$ cat src/rtl/mgmt_irq_controller.sv
// Management interrupt aggregator: per-source enable, edge/level trigger and pending latch,
// one registered irq pin with a minimum deassert time, and a 16-bit APB completer for firmware.
module mgmt_irq_controller #(
    parameter int NUM_IRQ        = 16,
    parameter int HOLDOFF_CYCLES = 32,
    parameter int ADDR_WIDTH     = 10
) (
    input  logic                  clk,
    input  logic                  rst,
    input  logic [NUM_IRQ-1:0]    irq_in,
    input  logic                  psel,
    input  logic                  penable,
    input  logic                  pwrite,
    input  logic [ADDR_WIDTH-1:0] paddr,
    input  logic [15:0]           pwdata,
    output logic [15:0]           prdata,
    output logic                  pready,
    output logic                  pslverr,
    output logic                  irq
);

    localparam int CNT_W = (HOLDOFF_CYCLES > 0) ? $clog2(HOLDOFF_CYCLES + 1) : 1;

    typedef enum logic [2:0] {
        REG_RAW     = 3'd0,
        REG_PENDING = 3'd1,
        REG_ENABLE  = 3'd2,
        REG_EDGE    = 3'd3,
        REG_ACTIVE  = 3'd4,
        REG_VECTOR  = 3'd5,
        REG_FORCE   = 3'd6,
        REG_NONE    = 3'd7
    } reg_sel_e;

    logic [NUM_IRQ-1:0]    in_prev;
    logic [NUM_IRQ-1:0]    pending;
    logic [NUM_IRQ-1:0]    enable;
    logic [NUM_IRQ-1:0]    trig_edge;
    logic [CNT_W-1:0]      hold_cnt;

    logic                  access;
    logic                  wr_en;
    logic [ADDR_WIDTH-2:0] word;
    reg_sel_e              sel;
    logic [NUM_IRQ-1:0]    active;
    logic                  active_any;
    logic [NUM_IRQ-1:0]    pend_clr;
    logic [NUM_IRQ-1:0]    pend_set;
    logic [NUM_IRQ-1:0]    pending_next;
    logic [15:0]           vector;
    logic [15:0]           rdata;
    logic                  rd_err;
    logic                  unused_bits;

    function automatic logic [15:0] ext(input logic [NUM_IRQ-1:0] v);
        logic [15:0] r;
        r              = '0;
        r[NUM_IRQ-1:0] = v;
        return r;
    endfunction

    // Byte address bit 0 carries no information for 16-bit registers.
    assign unused_bits = paddr[0];
    assign word        = paddr[ADDR_WIDTH-1:1];
    assign sel         = (word < (ADDR_WIDTH-1)'(7)) ? reg_sel_e'(word[2:0]) : REG_NONE;

    assign access     = psel & penable & ~rst;
    assign wr_en      = access & pwrite;
    assign active     = pending & enable;
    assign active_any = |active;

    assign pend_clr = (wr_en && sel == REG_PENDING) ? pwdata[NUM_IRQ-1:0] : '0;
    assign pend_set = (irq_in & ~trig_edge)
                    | (irq_in & ~in_prev & trig_edge)
                    | ((wr_en && sel == REG_FORCE) ? pwdata[NUM_IRQ-1:0] : '0);
    // A new trigger outranks a W1C landing on the same bit in the same cycle.
    assign pending_next = (pending & ~pend_clr) | pend_set;

    always_comb begin
        vector = '0;
        for (int i = NUM_IRQ - 1; i >= 0; i--) begin
            if (active[i]) vector = 16'h8000 | 16'(i);
        end
    end

    always_comb begin
        // NOTE: every output of this block gets a default first, so no path leaves a latch behind.
        rdata  = '0;
        rd_err = 1'b0;
        case (sel)
            REG_RAW:     begin rdata = ext(irq_in);  rd_err = pwrite; end
            REG_PENDING: rdata = ext(pending);
            REG_ENABLE:  rdata = ext(enable);
            REG_EDGE:    rdata = ext(trig_edge);
            REG_ACTIVE:  begin rdata = ext(active);  rd_err = pwrite; end
            REG_VECTOR:  begin rdata = vector;       rd_err = pwrite; end
            REG_FORCE:   rdata = '0;
            default:     rd_err = 1'b1;
        endcase
    end

    assign pready  = access;
    assign pslverr = access & rd_err;
    assign prdata  = access ? rdata : '0;

    always_ff @(posedge clk) begin
        // NOTE: reset is sampled on the clock edge, so it only takes effect at the next rising edge.
        if (rst) begin
            in_prev   <= '0;
            pending   <= '0;
            enable    <= '0;
            trig_edge <= '0;
        end else begin
            // NOTE: non-blocking assignments so every register here sees pre-edge values.
            in_prev <= irq_in;
            pending <= pending_next;
            if (wr_en && sel == REG_ENABLE) enable    <= pwdata[NUM_IRQ-1:0];
            if (wr_en && sel == REG_EDGE)   trig_edge <= pwdata[NUM_IRQ-1:0];
        end
    end

    // The holdoff counter guarantees the MCU sees at least HOLDOFF_CYCLES+1 low cycles.
    always_ff @(posedge clk) begin
        if (rst) begin
            irq      <= 1'b0;
            hold_cnt <= '0;
        end else if (irq) begin
            if (!active_any) begin
                irq      <= 1'b0;
                hold_cnt <= CNT_W'(HOLDOFF_CYCLES);
            end
        end else if (hold_cnt != '0) begin
            hold_cnt <= hold_cnt - CNT_W'(1);
        end else if (active_any) begin
            irq <= 1'b1;
        end
    end

endmodule

$ cat config.mk
export PLATFORM = sky130hd
export DESIGN_NAME = mgmt_irq_controller
export DESIGN_NICKNAME = d
export VERILOG_FILES = /design/src/rtl/mgmt_irq_controller.sv
export SDC_FILE = /design/constraint.sdc
export NUM_CORES = 1
export LEC_CHECK = 0
export CAP_MARGIN = 20
export CORE_AREA = 2 2 75 113
export DETAILED_ROUTE_END_ITERATION = 6
export DIE_AREA = 0 0 77 115
export PLACE_DENSITY_LB_ADDON = 0.2
export RECOVER_POWER = 100
export REMOVE_ABC_BUFFERS = 1
export SYNTH_ARGS = -nofsm -noshare
export SYNTH_HDL_FRONTEND = slang
export SYNTH_SLANG_ARGS = --single-unit
$ cat constraint.sdc
create_clock -name clk -period 5.6 [get_ports clk]
set_clock_uncertainty 0.15 [all_clocks]
set_input_delay 1.4 -clock clk [delete_from_list [all_inputs] [get_ports clk]]
set_output_delay 1.4 -clock clk [all_outputs]
set_load 0.1 [all_outputs]
==> run metrics <==
outcome finished, violations left; failing checks capacitance limit, slew limit; total gr overflow 0; area grow syn2layout 30.2%; Cell Int Power 1.02 mW; clock tree from TritonCTS done; worst-case clock buffer depth 2; clock share of power 0.428; leakage 1.97 nW; post-synth top area cell dfxtp_1; ys async rst share 0; actual slew at the worst max-slew pin 2.93 ns; Final Hold Fails 0; maximum vdd drop 0.245 mV; Crit Path Max Fanout 6; DRC viols 0; router iterations before antenna repair 5; post-CTS setup buffers 0; Syn Std Cell Area 0.00378 mm2; CP max stage delay 0.54 ns; vias per inst 5.91; Tcrit/Tclk final 0.993; largest net degree at the start of global routing 74; cell count after synthesis 455; antenna diode count 0; total design power 1.38 mW; Cell Rows 40; CP Buf/Inv Count 3; most common cell in the netlist nand2_1; CTS sink cnt 71; CP top delay family simple AND/OR/NAND/NOR gates; critical path class input pin to primary output; largest cells by area after synthesis dfxtp_1, nand2_1, a21oi_1, mux2_2, a211o_1; endpoints failing setup 0; fin. max-slew vios 91; Yosys cell types 47; Worst Path Arrival 4.01 ns; CP Capture Type primary output; logic gate share of total power 0.157; Root Buffer Master clkbuf_16; RePlAce Congestion 0.915; fraction of layout cells with a size suffix above 1 0.151; antenna violations before repair 0; clock period minus worst slack 5.56 ns; hold_ws 0.315 ns; slowest CP cell or4_4; Hold Path Class register to register; #FFs+latches synth 71; Die ar. 0.00886 mm2; Power per Cell Area 279 mW/mm2; cts hold-fix bufs 0; Final HPWL DP 7480 um; Seq/Total Area, Yosys 0.376; fin nets 567; Avg Inst Size Synth 8.32 um2; commonest cells in the netlist nand2_1, dfxtp_1, a21oi_1; total net switching power 357 uW; setup repair after global routing missed its margin false; Die Span X 77 um; H-tree levels 3; Top FF cell, synth dfxtp_1; number of max-cap violations 2; CP startpoint kind input pin; initial core utilization 0.479; drt initial violations 193; first-pass GRT wire length 17900 um; antenna-violating nets left 0; final wirelength 10800 um; CP Data Required Time 4.05 ns; TritonCTS Buffers 9; number of global-route vias before repair 3713; Sw Ratio 0.259; worst relative slew slack -0.951; clock latency on the worst-skew pair 0.34 ns; IO Port Bufs 64; FMAX 0.180 GHz; Post-synth EDFFs 0; Sequential Power Share 0.415; top-level port count 66; DR WL/cell 17.2 um; Yosys warnings 0; via count 3719; Global Route Usage Sum 0.253; clock slew seen by the registers of the worst setup and hold paths 0.06 ns; share of the synthesized area in the top cell type 0.376; core region area 0.00791 mm2; CP cell instances clkdlybuf4s50_1, or4_4, or4b_1, or2_2, a21oi_2, buf_4, a32o_2, buf_8; Die Y 115 um
==> routing by layer <==
layer	GRT usage	wire length (um)
met1	0.301	4470
met2	0.442	5380
met3	0.0455	623
met4	0.121	330
met5	0	0
==> cell families after synthesis <==
group                      share of synthesized area
AOI/OAI and AO/OA                              0.302
DFF                                            0.376
adders and majority gates                    0.00331
and+or+nand+nor                                0.228
muxes                                         0.0499
buffers and inverters                         0.0410
==> metrics by stage <==
step	instances	setup slack [ns]	setup TNS, ns	utilization	instance area [um2]
final	629	0.0414	0	0.623	4930
after global routing	629	0.0177	0	0.623	4930
after CTS	628	0.0271	0	0.637	5030
after detailed placement	612	0.0367	0	0.598	4730
after global placement	612	0.0664	0	0.598	4730
after floorplan	424	-1.36	-10.84	-	3650
==> cell type report <==
| class | instances | area, um2 |
|---|---|---|
| clock buffers | 11 | 253 |
| clock inverters | 5 | 56.3 |
| fillers | 739 | 2980 |
| inverters | 5 | 18.8 |
| multi-input cells | 348 | 2210 |
| flip-flops and latches | 71 | 1420 |
| well taps | 105 | 131 |
| repair buffers | 84 | 840 |
==> placed cells by master, fill, tap and decap left out, drive strengths merged, types with 2 or more instances in the layout <==
cell type      instances
a211o                 16
a21boi                17
a21o                  14
a21oi                 60
a22o                  16
a22oi                  6
a31oi                  4
a32o                  13
and3                   2
buf                   35
clkbuf                15
clkdlybuf4s50         43
clkinv                 3
dfxtp                 71
dlygate4sd3            2
inv                    5
mux2                  13
mux2i                  2
nand2                 83
nand2b                21
nand3                  3
nand3b                 4
nand4b                 3
nor2                  10
nor2b                 19
nor3                   7
nor3b                  4
nor4                   2
o211ai                 2
o21ai                  7
o32a                   2
o32ai                  3
or2                    2
or4                    2
==> tightest hold or removal path, cell delays in order, from the launching register on <==
cell	delay, ns
dfxtp_1	0.32
nand2_1	0.05
a21oi_1	0.05
==> power groups by stage <==
stage / combinational, mW / clock (mW) / sequential (mW)
floorplan: 0.132 / 0 / 0.572
detailed placement: 0.218 / 0 / 0.581
global route: 0.243 / 0.614 / 0.576
CTS: 0.218 / 0.595 / 0.571
global placement: 0.211 / 0 / 0.579
finish: 0.217 / 0.589 / 0.571
==> flip-flops by register name, indices dropped and copies added, names as in the netlist <==
name	flops
irq	1
enable	16
pending	16
in_prev	16
trig_edge	16
hold_cnt	6
==> repair_timing <==
action                                  CTS  global route
gates resized for setup                   0            10
hold endpoints to repair                  0             0
endpoints found under the setup margin    0            11
==> final timing paths <==
check,start,end,slack [ns],depth (start not counted)
worst min register to register,trig_edge[4]$_SDFFE_PP0P_,trig_edge[4]$_SDFFE_PP0P_,0.32,2
worst max-delay path,paddr[7],prdata[8],0.04,8
worst min-delay path,trig_edge[4]$_SDFFE_PP0P_,trig_edge[4]$_SDFFE_PP0P_,0.32,2
worst max register to register,pending[11]$_SDFF_PP0_,hold_cnt[1]$_SDFFE_PP0P_,3.23,5
No activity file was read; power rests on OpenSTA's default activity.
